File: src/rtl/iobuf_hdx_ctrl.sv
// Half-duplex tristate pad controller: sequences bus turnaround, write drive and
// read sample windows for a WIDTH-bit IOBUF bank.
module iobuf_hdx_ctrl #(
    parameter int unsigned WIDTH      = 8,
    parameter int unsigned TURN_CYC   = 2,
    parameter int unsigned DRIVE_CYC  = 4,
    parameter int unsigned SAMPLE_CYC = 3
) (
    input  logic             clk,
    input  logic             rst_n,
    input  logic             cmd_valid,
    output logic             cmd_ready,
    input  logic             cmd_wr,
    input  logic [WIDTH-1:0] cmd_data,
    output logic             rsp_valid,
    output logic [WIDTH-1:0] rsp_data,
    input  logic             hiz,
    input  logic [WIDTH-1:0] pad_i,
    output logic [WIDTH-1:0] pad_o,
    output logic [WIDTH-1:0] pad_t,
    output logic             busy
);

    localparam int unsigned CNT_W = 8;
    localparam logic [CNT_W-1:0] TURN_LD   = CNT_W'(TURN_CYC - 1);
    localparam logic [CNT_W-1:0] DRIVE_LD  = CNT_W'(DRIVE_CYC - 1);
    localparam logic [CNT_W-1:0] SAMPLE_LD = CNT_W'(SAMPLE_CYC - 1);

    typedef enum logic [1:0] {
        IDLE   = 2'd0,
        TURN   = 2'd1,
        DRIVE  = 2'd2,
        SAMPLE = 2'd3
    } state_t;

    state_t             state_q, state_d;
    logic [CNT_W-1:0]   cnt_q, cnt_d;
    logic               dir_q;
    logic               last_dir_q;
    logic [WIDTH-1:0]   data_q;
    logic               rst_meta_q, rst_sync_q;
    logic               accept_c;
    logic               capture_c;
    logic               drive_load_c;
    logic [WIDTH-1:0]   drive_data_c;

    // Reset asserts asynchronously; release is delayed two edges before commands are taken.
    always_ff @(posedge clk or negedge rst_n) begin
        if (!rst_n) begin
            rst_meta_q <= 1'b0;
            rst_sync_q <= 1'b0;
        end else begin
            rst_meta_q <= 1'b1;
            rst_sync_q <= rst_meta_q;
        end
    end

    assign cmd_ready = (state_q == IDLE);
    assign busy      = ~cmd_ready;
    assign accept_c  = cmd_valid & cmd_ready & rst_sync_q;
    assign pad_t     = {WIDTH{hiz | (state_q != DRIVE)}};

    always_ff @(posedge clk or negedge rst_n) begin
        if (!rst_n) begin
            state_q <= IDLE;
            cnt_q   <= '0;
        end else begin
            state_q <= state_d;
            cnt_q   <= cnt_d;
        end
    end

    // Next state: every entry loads the window length minus one, exit on zero.
    always_comb begin
        state_d      = state_q;
        cnt_d        = cnt_q;
        capture_c    = 1'b0;
        drive_load_c = 1'b0;
        drive_data_c = data_q;
        unique case (state_q)
            IDLE: begin
                if (accept_c) begin
                    if (cmd_wr != last_dir_q) begin
                        state_d = TURN;
                        cnt_d   = TURN_LD;
                    end else if (cmd_wr) begin
                        state_d      = DRIVE;
                        cnt_d        = DRIVE_LD;
                        drive_load_c = 1'b1;
                        drive_data_c = cmd_data;
                    end else begin
                        state_d = SAMPLE;
                        cnt_d   = SAMPLE_LD;
                    end
                end
            end
            TURN: begin
                if (cnt_q == '0) begin
                    if (dir_q) begin
                        state_d      = DRIVE;
                        cnt_d        = DRIVE_LD;
                        drive_load_c = 1'b1;
                    end else begin
                        state_d = SAMPLE;
                        cnt_d   = SAMPLE_LD;
                    end
                end else begin
                    cnt_d = cnt_q - CNT_W'(1);
                end
            end
            DRIVE: begin
                if (cnt_q == '0) begin
                    state_d = IDLE;
                end else begin
                    cnt_d = cnt_q - CNT_W'(1);
                end
            end
            SAMPLE: begin
                if (cnt_q == '0) begin
                    state_d   = IDLE;
                    capture_c = 1'b1;
                end else begin
                    cnt_d = cnt_q - CNT_W'(1);
                end
            end
            default: state_d = IDLE;
        endcase
    end

    // Command capture, pad drive data and read response registers.
    always_ff @(posedge clk or negedge rst_n) begin
        if (!rst_n) begin
            dir_q      <= 1'b0;
            last_dir_q <= 1'b0;
            data_q     <= '0;
            pad_o      <= '0;
            rsp_valid  <= 1'b0;
            rsp_data   <= '0;
        end else begin
            if (accept_c) begin
                dir_q      <= cmd_wr;
                last_dir_q <= cmd_wr;
                data_q     <= cmd_data;
            end
            if (drive_load_c) begin
                pad_o <= drive_data_c;
            end
            rsp_valid <= capture_c;
            if (capture_c) begin
                rsp_data <= pad_i;
            end
        end
    end

endmodule

File: config.mk
export PLATFORM = sky130hd
export DESIGN_NAME = iobuf_hdx_ctrl
export DESIGN_NICKNAME = d
export VERILOG_FILES = /design/src/rtl/iobuf_hdx_ctrl.sv
export SDC_FILE = /design/constraint.sdc
export NUM_CORES = 1
export LEC_CHECK = 0
export BUFFER_PORTS_ARGS = -buffer_cell sky130_fd_sc_hd__buf_2
export CORE_ASPECT_RATIO = 1.2
export CORE_MARGIN = 2
export CORE_UTILIZATION = 52
export CTS_CLUSTER_DIAMETER = 60
export CTS_CLUSTER_SIZE = 30
export DETAILED_ROUTE_END_ITERATION = 7
export HOLD_SLACK_MARGIN = 0.1
export PLACE_DENSITY = 0.75
export SYNTH_ARGS = -nofsm -noshare
export SYNTH_HDL_FRONTEND = slang
export SYNTH_SLANG_ARGS = --single-unit
File: constraint.sdc
create_clock -name clk -period 2.3 [get_ports clk]
set_input_delay 0.23 -clock clk [delete_from_list [all_inputs] [get_ports clk]]
set_output_delay 0.23 -clock clk [all_outputs]
set_load 0.01 [all_outputs]
== Yosys cells after proc, flatten, opt, wreduce, memory -nomap -nowiden ==
Index checks and enable logic that the tools add are counted.
Cells by class
  equal/unequal tests: 9
  muxes and demuxes: 26
  reductions and logical operators: 5
  $add $sub $neg: 1
  bitwise logic cells: 4
Operators by type and width (count)
  two-way mux 8 bit: 7
  case mux 8 bit (3 select lines): 1
  two-way mux 1 bit: 11
  two-way mux 2 bit: 5
  zero test 8 bit: 1
  subtractor 8 x 1 -> 8 bit (second input constant): 1
  inequality test 2 bit (second input constant): 3
  case mux 2 bit (3 select lines): 1
  == test 2 bit (second input constant): 2
  inequality test 2 x 1 -> 1 bit (second input constant): 2
  AND reduction 3 bit: 1
  bitwise AND 1 bit: 2
  == test 2 x 1 -> 1 bit (second input constant): 1
  zero test 2 bit: 1
  case mux 1 bit (2 select lines): 1
  AND reduction 2 bit: 1
  OR reduction 2 bit: 1
  inequality test 1 bit: 1
  NOT 1 bit: 1
  OR 1 bit: 1
Word-level totals
  output and inout port bits: 27
  input bits: 21
  flip-flop bits (word level): 38

== Depth between registers and ports, before layout ==
Gate-level depths: netlist of run 1.
  word-level depth: 5
  depth in mapped cells: 7

== Worst setup path after synthesis of run 1 ==
OpenSTA, ideal clock, no wires.
  path kind: register to register
  start: register cnt_q[0]
  end: register pad_o[0]
  arrival time: 1.969 ns
  path buffers: 1
  cell stages (with the launch flop): 8
  clock period less this slack: 2.094 ns
  data required time: 2.175 ns
  setup slack: 0.206 ns
  cells stage by stage: dfrtp_1 inv_1 ha_1 or3b_2 nor3_4 a32o_2 buf_6 mux2_4
Between the ends
  cells in the longest elaborated chain, start to end: 3
RTL lines
  from (decl): line 37  | logic [CNT_W-1:0] cnt_q, cnt_d;
  from (signal assigned): line 69  | cnt_q <= cnt_d;
  zero test 8 bit: line 98  | if (cnt_q == '0) begin
  two-way mux 1 bit: line 98
  case mux 1 bit (2 select lines): line 80  | unique case (state_q)
  to (signal assigned): line 146  | pad_o <= drive_data_c;
  to (decl): line 19  | output logic [WIDTH-1:0] pad_o,
Every way passes these cells.
A chain may end at the register's enable or synchronous reset.

== Worst setup path after layout of run 1 ==
  start: register cnt_q[0]
  end: register pad_o[6]
Same word-level chain as after synthesis.

==> results_dict.tcl, run 1 <==
set metrics [dict create \
    synth.net_count 182 \
    dp_hpwl_um 2900 \
    ys_ff_latch 38 \
    synth.cell_area_mm2 0.00191 \
    clockBufferDepth 2 \
    first_iter_violations 30 \
    postSynthAreaPerCell_um2 12.3 \
    vias_per_cell 5.56 \
    synth.area.mux_share_pct 20.4 \
    outcome "finished clean" \
    drc_errors 0 \
    p_leak_nw 1.12 \
    final_core_utilization_pct 64.1 \
    layout_commonest_cell "buf_2" \
    grt-ovfl-total 0 \
    hold_viol 0 \
    pre_cts_slack_ps 33.4 \
    skew_ps 2.75 \
    vias 1351 \
    synth_cell_types 41 \
    worstSetupPathType "flip-flop to flip-flop" \
    drive_gt1_share_pct 49.5 \
    synth_top_family_by_area "multiplexers" \
    ios 48 \
    setup_ws_ps 74.2 \
    clock_latency_ps 290 \
    cts_tree "done" \
    setup_viol 0 \
    ctsHtreeMaxLevel 2 \
    cts_root_buf "clkbuf_8" \
    hp-class "primary input to flip-flop" \
    start_util_pct 53.5 \
    slew_violations 0 \
    pwr_density_cell_mw_per_mm2 578 \
    synth_adder_area_share_pct 3.27 \
    wirelength_um 3960 \
    ys_seq_area_share_pct 49.7 \
    start_kind "flip-flop" \
    timing.final.crit_period_ps 2230 \
    dr_wl_met3_um 177 \
    maxCapViolCount 0 \
    path_clk_slew_ps 70 \
    ys_async_sr_fraction_pct 100 \
    synth_flop_cell "dfrtp_1" \
    fmax_ghz 0.449 \
    die_h_um 70.4 \
    grt_start_max_net_pins 39 \
    ant_nets 0 \
    synth-simple-area-share_pct 10.0 \
    rows 24 \
    areaGrowthSynthToFinish_pct 19.7 \
    port_buffers 47 \
    top_layer "met4" \
    cp_data_arrival_time_ps 2410 \
    cts.sinks 38 \
    grt_pass1_wl_um 6590 \
    wl_met1_um 1570 \
    vdd_drop_max_mv 0.378 \
    fin_crit_sh_pct 96.8 \
    antennaDiodeCount 0 \
    grt_antenna_before_repair 0 \
    grt_use_total_pct 21.1 \
    most-common-layout-cells "47 x buf_2, 38 x dfrtp_1, 24 x mux2_2" \
    numCtsBuffers 5 \
    routedWlPerCell_um 16.3 \
    synth_compound_area_share_pct 8.89 \
    synth_cells 156 \
    worstSetupEndpointType "flip-flop" \
    worst-path-max-fanout 8 \
    grt_pass1_vias 1355 \
    required_ps 2480 \
    layout.nets 230 \
    die_width_um 59.4 \
    synth-edff-count 0 \
    met2WireLength_um 2140 \
    coreArea_mm2 0.00357 \
    slew_headroom_pct 44.7 \
    gp_congestion 0.818 \
    yosys.area_share.xor_xnor_pct 0.916 \
    tightest_slew_ps 829 \
    drt_first_pass_iters 4 \
    yosys_warnings 0 \
    dieArea_mm2 0.00418 \
]
[layer usage]
metal / up-vias / GRT usage (%)
met1: 666 / 25.4
met2: 33 / 34.4
li1: 646 / -
met5: - / 0
met4: 0 / 9.34
met3: 6 / 5.93
[timing repair]
| item | 4_1_cts | 5_1_grt |
|---|---|---|
| endpoints found under the hold margin | 38 | 0 |
| hold buffers | 1 | 0 |
| gates resized for setup | 0 | 1 |
| buffers inserted | 0 | 1 |
| setup endpoints to repair | 0 | 9 |
[stage by stage]
| stage | hold WS, ps | area [um2] | TNS [ps] | total power, W | instances |
|---|---|---|---|---|---|
| after floorplan | -65.6 | 1910 | 0 | 0.000707 | 156 |
| after global placement | 332 | 2140 | 0 | 0.000747 | 234 |
| after detailed placement | 357 | 2140 | 0 | 0.000750 | 234 |
| after CTS | 161 | 2260 | 0 | 0.00133 | 242 |
| after global routing | 165 | 2290 | -132 | 0.00136 | 243 |
| final | 163 | 2290 | 0 | 0.00132 | 243 |
[sequential cells by signal (all words and copies together) (netlist names)]
| register | cells |
|---|---|
| pad_o | 8 |
| state_q | 2 |
| rst_meta_q | 1 |
| rst_sync_q | 1 |
| rsp_data | 8 |
| data_q | 8 |
| rsp_valid | 1 |
| cnt_q | 8 |
| last_dir_q | 1 |
[layout make-up]
cell class                      instances  area (um2)
Clock buffer                            6        82.6
Clock inverter                          1        30.0
Fill cell                             277        1280
Inverter                                9        33.8
Multi-Input combinational cell         96         841
Sequential cell                        38         951
Tap cell                               39        48.8
Timing Repair Buffer                   54         303
[Yosys cell counts (2+ instances only)]
cell      count  share of area [%]
a21oi_1       7                1.8
buf_2         2               0.52
buf_4         7                2.7
buf_6         2                1.2
clkbuf_1      2               0.39
dfrtp_1      38                 50
ha_1          5                3.3
inv_1         9                1.8
mux2_2       24                 14
mux2_4        8                6.3
nand2_1       7                1.4
nand3_1       2               0.52
nand4_1       2               0.65
nor2_1        3               0.59
nor3_1        2               0.52
nor4_1        2               0.65
o21ai_0       5                1.3
o22ai_1       2               0.65
o31ai_1       3                1.2
or3_1         2               0.65
or4_1         2               0.78
[worst paths after layout]
check                                     start  slack, ps  cells after the start                 endpoint
setup reg to reg           cnt_q[0]$_DFFE_PN0P_         70                      7     pad_o[6]$_DFFE_PN0P_
hold / removal                         pad_i[7]        160                      2  rsp_data[7]$_DFFE_PN0P_
min in group asynchronous                 rst_n        570                      2     cnt_q[2]$_DFFE_PN0P_
setup / recovery           cnt_q[0]$_DFFE_PN0P_         70                      7     pad_o[6]$_DFFE_PN0P_
max in group asynchronous                 rst_n       1210                      2  rsp_data[3]$_DFFE_PN0P_
hold reg to reg            rst_meta_q$_DFF_PN0_        380                      0     rst_sync_q$_DFF_PN0_
[worst max-delay path, cell delays in order (launching register included)]
cell and delay [ps]:
dfrtp_1 420, inv_1 130, ha_1 180, or3b_2 540, nor3_4 170, a32o_2 230
buf_12 140, mux2_4 300
[power by group]
part,leakage (nW),internal [W],switching [W]
registers,0.467,0.000677,0.00000448
logic,0.594,0.0000248,0.0000308
clock network,0.0573,0.000347,0.000240
total,1.12,0.00105,0.000275
[cells by family (layout without fill, tap and decap cells)]
| kind of cell | count (synthesis) | count (layout) |
|---|---|---|
| other cells | 1 | 1 |
| fa+ha+maj | 5 | 5 |
| buf+inv | 22 | 70 |
| compound gates | 25 | 25 |
| mux | 32 | 32 |
| flops | 38 | 38 |
| xor+xnor | 2 | 2 |
| simple gates | 31 | 31 |
(Power assumes the default switching activity.)
==> inputs of run 2 (changes only) <==
--- a/config.mk
+++ b/config.mk
@@ -5,15 +5,16 @@
 export SDC_FILE = /design/constraint.sdc
 export NUM_CORES = 1
 export LEC_CHECK = 0
+export ABC_AREA = 1
 export BUFFER_PORTS_ARGS = -buffer_cell sky130_fd_sc_hd__buf_2
 export CORE_ASPECT_RATIO = 1.2
 export CORE_MARGIN = 2
-export CORE_UTILIZATION = 52
+export CORE_UTILIZATION = 35
 export CTS_CLUSTER_DIAMETER = 60
 export CTS_CLUSTER_SIZE = 30
 export DETAILED_ROUTE_END_ITERATION = 7
 export HOLD_SLACK_MARGIN = 0.1
-export PLACE_DENSITY = 0.75
+export PLACE_DENSITY = 0.53
 export SYNTH_ARGS = -nofsm -noshare
 export SYNTH_HDL_FRONTEND = slang
 export SYNTH_SLANG_ARGS = --single-unit
==> run 2 against run 1 <==
Against the previous run:
- setup slack improved by 350 ps
- largest cell class unchanged
- cell count increased by 42%
- core utilization decreased by 22 points
- clock skew increased by 1.4 ps
- sequential power decreased by 2%
- clock power decreased by 19%
- non-clock buffer count decreased by 6
- total power decreased by 10%
- die area increased by 51%
- critical path depth decreased by 1
- global-route usage decreased by 6.2 points
==> results_dict.tcl, run 2 <==
set metrics [dict create \
    critPathTopFamily "simple AND/OR/NAND/NOR gates" \
    vias_per_cell 4.75 \
    outcome "finished clean" \
    r2r_start "state_q[0]$_DFFE_PN0P_" \
    grt-ovfl-total 0 \
    pwr_density_cell_mw_per_mm2 511 \
    dieArea_mm2 0.00631 \
    worstSetupPathType "flip-flop to flip-flop" \
    slew_headroom_pct 43.1 \
    rrSetupSlack_ps 430 \
    synth.net_count 263 \
    yosysTopAreaCell "dfrtp_1" \
    pwr-share-clk_pct 40.1 \
    setup_viol 0 \
    yosys_warnings 0 \
    start_util_pct 35.8 \
    required_ps 2470 \
    dp_hpwl_um 3080 \
    fmax_ghz 0.534 \
    slowest_delay_ps 500 \
    numCtsBuffers 5 \
    grt_antenna_before_repair 0 \
    path_buf_inv 1 \
    synth.cell_area_mm2 0.00199 \
    slew_violations 0 \
    holdPathEnd "rsp_data[6]$_DFFE_PN0P_" \
    synthTopCellsByArea "dfrtp_1 48%, nand2_1 15%, nand3_1 6.0%, o211ai_2 5.0%, inv_1 4.7%" \
    routedWlPerCell_um 12.2 \
    pwr-share-seq_pct 56.5 \
    maxCapViolCount 0 \
    coreArea_mm2 0.00556 \
    crit_path_frequent_cell "nor2_4" \
    synth_cell_types 24 \
    grt_pass1_vias 1517 \
    cts_tree "done" \
    cts_root_buf "clkbuf_8" \
    port_buffers 47 \
    layout.nets 307 \
    grt_start_max_net_pins 39 \
    switching_share_pct 22.0 \
    crit_slowest_cell "dfrtp_1" \
    p_leak_nw 1.11 \
    hold_path_depth 3 \
    synth_common_cells "80 x nand2_1, 38 x dfrtp_1, 25 x inv_1" \
    synth_flop_cell "dfrtp_1" \
    areaGrowthSynthToFinish_pct 16.6 \
    drc_errors 0 \
    hp-class "primary input to flip-flop" \
    clock_latency_ps 280 \
    gp_congestion 0.833 \
    worst-path-max-fanout 20 \
    timing.final.crit_period_ps 1870 \
    min_from "pad_i[6]" \
    grt_pass1_wl_um 7250 \
    drive_gt1_share_pct 27.3 \
    die_width_um 72.8 \
    instances_no_fill 346 \
    antennaDiodeCount 0 \
    first_iter_violations 67 \
    synth-edff-count 0 \
    ys_ff_latch 38 \
    ant_nets 0 \
    fin_crit_sh_pct 81.4 \
    die_h_um 86.6 \
    skew_ps 4.18 \
    hold_viol 0 \
    ios 48 \
    power_switching_w 0.000261 \
    cts.sinks 38 \
    p_int_w 0.000925 \
    pwr-share-comb_pct 3.4 \
    start_kind "flip-flop" \
    vdd_drop_max_mv 0.240 \
    tightest_slew_ps 853 \
    cp_data_arrival_time_ps 2050 \
    layout_commonest_cell "nand2_1" \
    path_clk_slew_ps 80 \
    drt_first_pass_iters 4 \
    crit_start "state_q[0]$_DFFE_PN0P_" \
    grt_use_total_pct 14.9 \
    finalSetupTns_ps 0 \
    rsz0062_at_grt "false" \
    ys_seq_area_share_pct 47.8 \
    rows 30 \
    worst-path-stages 6 \
    worstSetupEndpointType "flip-flop" \
    vias 1642 \
    synth_cells 237 \
    post-place-cells 337 \
    postSynthAreaPerCell_um2 8.39 \
    most-common-layout-cells "80 x nand2_1, 47 x buf_2, 38 x dfrtp_1" \
    synth_top_area_share_pct 47.8 \
    clockBufferDepth 2 \
    yosysMostFrequentCell "nand2_1" \
    ys_async_sr_fraction_pct 100 \
    ctsHtreeMaxLevel 2 \
    wirelength_um 4210 \
    timing.rr.end "pad_o[7]$_DFFE_PN0P_" \
    rr_worst_depth 6 \
    path_cells "nor2_4 -> inv_2 -> nor2_4 -> nand3_4 -> o211ai_2 -> nand2_1" \
]
[run 2: final cells by class]
| class | instances | area [um2] |
|---|---|---|
| fillers | 612 | 3240 |
| clock buffers | 6 | 82.6 |
| well taps | 64 | 80.1 |
| multi-input cells | 159 | 840 |
| repair buffers | 48 | 245 |
| clock inverters | 2 | 12.5 |
| inverters | 29 | 109 |
| flip-flops and latches | 38 | 951 |
[run 2: worst max path at each step]
| stage | to | slack [ps] |
|---|---|---|
| global route | pad_o[7]$_DFFE_PN0P_ | 210 |
| detailed placement | pad_o[7]$_DFFE_PN0P_ | 420 |
| floorplan | pad_o[0]$_DFFE_PN0P_ | 800 |
| global placement | pad_o[7]$_DFFE_PN0P_ | 440 |
| CTS | pad_o[7]$_DFFE_PN0P_ | 410 |
| finish | pad_o[7]$_DFFE_PN0P_ | 430 |
[run 2: timing repair]
item | CTS | global route
hold buffers | 1 | 0
setup buffers | 0 | 0
resized for setup | 0 | 0
endpoints found under the hold margin | 38 | 0
[run 2: worst register-to-register path, delay by kind of cell, from the launching register on]
family / cells / cell delay (ps)
flip-flops: 1 / 500
AO/OA/AOI/OAI: 1 / 240
AND/OR/NAND/NOR: 4 / 920
buffers and inverters: 1 / 110
[run 2: cell families after synthesis]
family                   share of synthesized area (%)
buffers and inverters                             10.0
adder cells (fa/ha/maj)                           3.14
flip-flops                                        47.8
XOR/XNOR                                         0.440
AO/OA/AOI/OAI                                     10.4
AND/OR/NAND/NOR                                   28.0
other                                            0.188
[run 2: power by group through the flow]
stage / clock (W) / sequential (W) / combinational (W)
2_1_floorplan: 0 / 0.000683 / 0.00000408
3_3_place_gp: 0 / 0.000683 / 0.0000413
3_5_place_dp: 0 / 0.000683 / 0.0000407
4_1_cts: 0.000498 / 0.000670 / 0.0000422
5_1_grt: 0.000533 / 0.000670 / 0.0000461
6_report: 0.000476 / 0.000670 / 0.0000401
[run 2: stage by stage]
stage / setup slack, ps / cell area [um2] / total power (W) / hold slack (ps) / util (%)
2_1_floorplan: 796 / 1990 / 0.000687 / -65.6 / -
3_3_place_gp: 442 / 2210 / 0.000724 / 335 / 39.9
3_5_place_dp: 416 / 2210 / 0.000724 / 336 / 39.9
4_1_cts: 412 / 2320 / 0.00121 / 125 / 41.8
5_1_grt: 210 / 2320 / 0.00125 / 119 / 41.8
6_report: 428 / 2320 / 0.00119 / 134 / 41.8
[run 2: metal layers]
layer	global-route usage, %	up-vias	wire [um]	share of wire (%)
li1	-	834	-	-
met1	19.4	776	1920	46
met2	24.0	27	2110	50
met3	3.37	5	129	3.1
met4	5.89	0	48	1.1
met5	0	-	0	0
